===== src/rtl/id_stage.sv =====
// id_stage: instruction field decode, immediate generation and 32x32 register file
module id_stage (
    input  logic        clk,
    input  logic        rst_n,
    input  logic [31:0] data,
    input  logic        WrEn,
    input  logic [31:0] DIn,
    output logic [6:0]  opcode,
    output logic [2:0]  f3,
    output logic [6:0]  f7,
    output logic [31:0] Imm,
    output logic [31:0] r1,
    output logic [31:0] r2
);
    logic [4:0]  rd, rs1, rs2;
    logic [31:0] regs [32];
    logic        is_i, is_s, is_b, is_u, is_j;

    assign opcode = data[6:0];
    assign f3     = data[14:12];
    assign f7     = data[31:25];
    assign rd     = data[11:7];
    assign rs1    = data[19:15];
    assign rs2    = data[24:20];

    assign is_i = opcode inside {7'b0010011, 7'b0000011, 7'b1100111};
    assign is_s = opcode == 7'b0100011;
    assign is_b = opcode == 7'b1100011;
    assign is_u = opcode inside {7'b0110111, 7'b0010111};
    assign is_j = opcode == 7'b1101111;

    // immediate selection by format; unknown formats (incl. R-type) give zero
    always_comb begin
        Imm = is_i ? {{20{data[31]}}, data[31:20]} :
              is_s ? {{20{data[31]}}, data[31:25], data[11:7]} :
              is_b ? {{19{data[31]}}, data[31], data[7], data[30:25], data[11:8], 1'b0} :
              is_u ? {data[31:12], 12'b0} :
              is_j ? {{11{data[31]}}, data[31], data[19:12], data[20], data[30:21], 1'b0} :
                     32'h0;
    end

    // register file: async clear, write-back to rd on rising edge, x0 never written
    always_ff @(posedge clk or negedge rst_n) begin
        if (!rst_n) begin
            for (int i = 0; i < 32; i++) regs[i] <= 32'h0;
        end else if (WrEn && rd != 5'd0) begin
            regs[rd] <= DIn;
        end
    end

    assign r1 = (rs1 == 5'd0) ? 32'h0 : regs[rs1];
    assign r2 = (rs2 == 5'd0) ? 32'h0 : regs[rs2];
endmodule


===== config.mk =====
export PLATFORM = sky130hd
export DESIGN_NAME = id_stage
export DESIGN_NICKNAME = d
export VERILOG_FILES = /design/src/rtl/id_stage.sv
export SDC_FILE = /design/constraint.sdc
export NUM_CORES = 2
export LEC_CHECK = 0
export ABC_AREA = 1
export CAP_MARGIN = 15
export CELL_PAD_IN_SITES_DETAIL_PLACEMENT = 2
export CELL_PAD_IN_SITES_GLOBAL_PLACEMENT = 2
export CORE_MARGIN = 8
export CORE_UTILIZATION = 35
export CTS_CLUSTER_SIZE = 30
export DETAILED_ROUTE_END_ITERATION = 10
export PLACE_DENSITY_LB_ADDON = 0.1
export SLEW_MARGIN = 30
export SYNTH_ARGS = -nofsm -noshare
export SYNTH_HDL_FRONTEND = slang
export SYNTH_SLANG_ARGS = --single-unit

===== constraint.sdc =====
create_clock -name clk -period 2 [get_ports clk]
set_clock_uncertainty 0.05 [all_clocks]
set_input_delay 0.2 -clock clk [delete_from_list [all_inputs] [get_ports clk]]
set_output_delay 0.2 -clock clk [all_outputs]
set_load 0.1 [all_outputs]

==> reports/qor.txt <==
======================================================================================
Failing checks .......................................................... setup timing
Clock network fraction of design power ..................................        0.349
Clk pin slew, worst setup/hold paths ....................................      0.06 ns
Yosys warning count .....................................................            0
Clock latency of the later-clocked register in the worst-skew pair ......      0.79 ns
Number of violations of the max-capacitance limit .......................            0
Number of distinct standard cells referenced by the synthesized netlist .           21
Die Footprint ........................................................... 177,000 um^2
H-tree depth reported by CTS ............................................            4
WS Path Type ............................................................ flop to output port
Type of origin of the critical path .....................................         flop
Area of the core ........................................................ 162,000 um^2
Most area-hungry cell type in the Yosys netlist ......................... sky130_fd_sc_hd__dfrtp_1
Wire length of the first global-routing pass ............................   491,000 um
P_sw ....................................................................    27,200 uW
Final hold violation count ..............................................            0
Number of antenna violations at the first check in global routing .......            3
Combinational cell fraction of total power ..............................        0.271
Remaining number of nets flagged by the antenna check after routing .....            0
Clock sink count ........................................................        1,024
Most frequent standard cell in the layout excluding fill and tap cells .. sky130_fd_sc_hd__nand2_1
Capturing element type of the critical path .............................  output port
Routability congestion estimate from global placement ...................        0.865
Maximum frequency from static timing analysis ...........................      371 MHz
Total clock buffers created by CTS ......................................          136
Die width ...............................................................       420 um
Fraction of final layout cells with drive strength greater than 1 .......        0.233
Simple-Gate Fraction of Synth Area ......................................        0.354
Yosys reg bits ..........................................................        1,024
Endpoint arrival time on the critical path ..............................      2.44 ns
TritonCTS clock tree ....................................................          yes
Aggregate routed wire length ............................................   349,000 um
Sequence of cells on the critical path .................................. nand2_1, nand3_1, nand3_2, nand2_2, nand2_2, nand2_2, a21oi_4, nor2_4, buf_12
Post-layout min period ..................................................      2.69 ns
# port buffers ..........................................................          179
Final core utilization ..................................................        0.484
Unrepaired setup endpoints after global routing .........................         true
CP Max Fanout ...........................................................            3
Areal power density over the cells ......................................  952 nW/um^2
Instance count of the mapped netlist ....................................        8,437
Actual slew at the worst max-slew pin ...................................     0.753 ns
Pre-CTS worst setup slack ...............................................    -0.628 ns
Xor/xnor cell area share of the yosys netlist ...........................            0
Crit-path leading delay family .......................................... simple AND/OR/NAND/NOR gates
Half-perimeter wire length after placement ..............................   218,000 um
Total buffers and inverters traversed by the critical path ..............            1
Top cell type's share of synthesized area ...............................        0.448
Run status .............................................................. finished, violations left
Register ranked first by flip-flop count ................................         regs
Maximum vdd drop ........................................................     0.964 mV
Sequential group share of total power ...................................        0.380
Share of synthesized flip-flops with an asynchronous set or reset .......         1.00
Post-synthesis instance area ............................................  57,200 um^2
Site row count ..........................................................          148
Number of flip-flops under the largest register name ....................        1,024
Kind of path behind the tightest hold check ............................. input port to async pin
Largest family of logic cells by synthesized area ....................... simple AND/OR/NAND/NOR gates
Leading cell types in the layout, fill and taps excluded ................ sky130_fd_sc_hd__nand2_1, sky130_fd_sc_hd__dfrtp_1, sky130_fd_sc_hd__nand3_1, sky130_fd_sc_hd__o21ai_0, sky130_fd_sc_hd__buf_4
Buffers from clock root to sink, at most ................................            3
Maximum number of pins on one net before global-route repair ............          103
Floorplan die height ....................................................       420 um
Largest registers .......................................................   regs x1024
Grt total ovfl ..........................................................            0
Smallest setup slack after layout .......................................    -0.693 ns
Slowest-stage cell, CP .................................................. sky130_fd_sc_hd__dfrtp_1
Residual DRC count ......................................................            0
Total I/O pin count .....................................................          180
Switching share of power ................................................        0.363
Final routed wire length divided by cell count ..........................      31.3 um
Vias in the first global route ..........................................       73,257
DR pass1 iterations .....................................................            6
Total vias in the final route ...........................................       67,991
Worst rel slew slack ....................................................        0.498
Share of the yosys chip area belonging to registers .....................        0.448
Required time at the endpoint of the critical path ......................      1.75 ns
Max Slew Vio Count ......................................................            0
Total number of nets in the final design ................................        8,940
Fraction of the cycle the final worst path needs ........................         1.35
Starting density of the core ............................................        0.352
Iter 0 DRT Violations ...................................................        5,772
CTS root buf ............................................................ sky130_fd_sc_hd__clkbuf_16
Synthesized-area fraction occupied by adder cells .......................            0
Via/cell ratio ..........................................................         6.09
Leakage power ...........................................................    0.0369 uW
Complex-gate fraction of the synthesized area ...........................        0.127
Mux cell area share after synthesis .....................................            0
All-layer global routing usage ..........................................        0.368
Relative area change from synthesis to final layout .....................        37.5%
Total setup violations reported at the end of the flow ..................           64
Critical Path Max Stage Delay ...........................................      0.44 ns
Most common cell type on the critical path .............................. sky130_fd_sc_hd__nand2_2
Cell internal power dissipation .........................................    47,600 uW
Main area contributors after synthesis .................................. sky130_fd_sc_hd__dfrtp_1, sky130_fd_sc_hd__nand2_1, sky130_fd_sc_hd__nand3_1
Post-Syn Area per Cell ..................................................    6.78 um^2
Syn_nets ................................................................        8,504
Post-synth EDFFs ........................................................            0
Most frequently used flop master after synthesis ........................ sky130_fd_sc_hd__dfrtp_1
======================================================================================
final cells by class:
type,count,area [um^2]
Multi-Input combinational cell,6375,31200
Clock inverter,31,372
Sequential cell,1024,25600
Timing Repair Buffer,1064,13300
Fill cell,17947,83800
Tap cell,2175,2720
Antenna cell,7,17.5
Inverter,272,1100
Clock buffer,216,4260
routing by layer:
layer	global-route usage	wire (um)
met5	0	0
met4	0.213	24700
met3	0.0568	21700
met2	0.602	163000
met1	0.462	139000
worst min-delay path, delay by kind of cell:
kind | cells | cell delay (ns)
buf+inv | 3 | 1.04
through the flow:
stage          instances  hold slack [ns]  setup TNS, ns  cell area (um^2)  total power (uW)
2_1_floorplan       8437           -0.146          -6.32             58000             37300
3_3_place_gp       10737           0.0248         -65.21             69500             44100
3_5_place_dp       10737           0.0260        -147.56             69500             45400
4_1_cts            11065           0.0271         -31.46             76300             72700
5_1_grt            11158           0.0562         -35.48             78600             77400
6_report           11164           0.0609         -32.06             78600             74800
final timing paths:
check	from	end	slack [ns]	cells past startpoint
max in group asynchronous	rst_n	regs[646]	0.70	3
worst min register to register	regs[1012]	regs[1012]	0.35	0
worst max register to register	regs[836]	regs[836]	0.86	5
worst min-delay path	rst_n	regs[851]	0.06	3
worst max-delay path	regs[889]	r1[25]	-0.69	9
min in group clk	DIn[17]	regs[593]	0.14	4
Yosys cell counts, drive strengths merged (5+ instances only):
cell type and count:
buf 150, o22ai 17, nand2 3235, nand3 1290
clkbuf 616, nor2 387, nor3 15, dfrtp 1024
clkinv 6, inv 266, a21oi 291, o21ai 1133
o211ai 5
timing repair:
| item | 4_1_cts | 5_1_grt |
|---|---|---|
| hold buffers | 2 | 0 |
| resized for setup | 508 | 534 |
| setup buffers | 81 | 94 |
| setup endpoints to repair | 96 | 93 |
| hold endpoints to repair | 1024 | 0 |
| pin swaps | 300 | 385 |
kinds of logic (layout without fill, tap and decap cells):
family	after synthesis	in the layout
compound gates	1446	1446
buf+inv	1038	1583
flops	1024	1024
other cells	0	7
simple gates	4929	4929
power by group through the flow:
stage | Combinational, uW | Clock [uW] | Sequential [uW]
2_1_floorplan | 10200 | 0 | 27100
3_3_place_gp | 16100 | 0 | 28000
3_5_place_dp | 17200 | 0 | 28300
4_1_cts | 18500 | 26200 | 28000
5_1_grt | 21700 | 27000 | 28700
6_report | 20300 | 26100 | 28400
(Power assumes the default switching activity.)
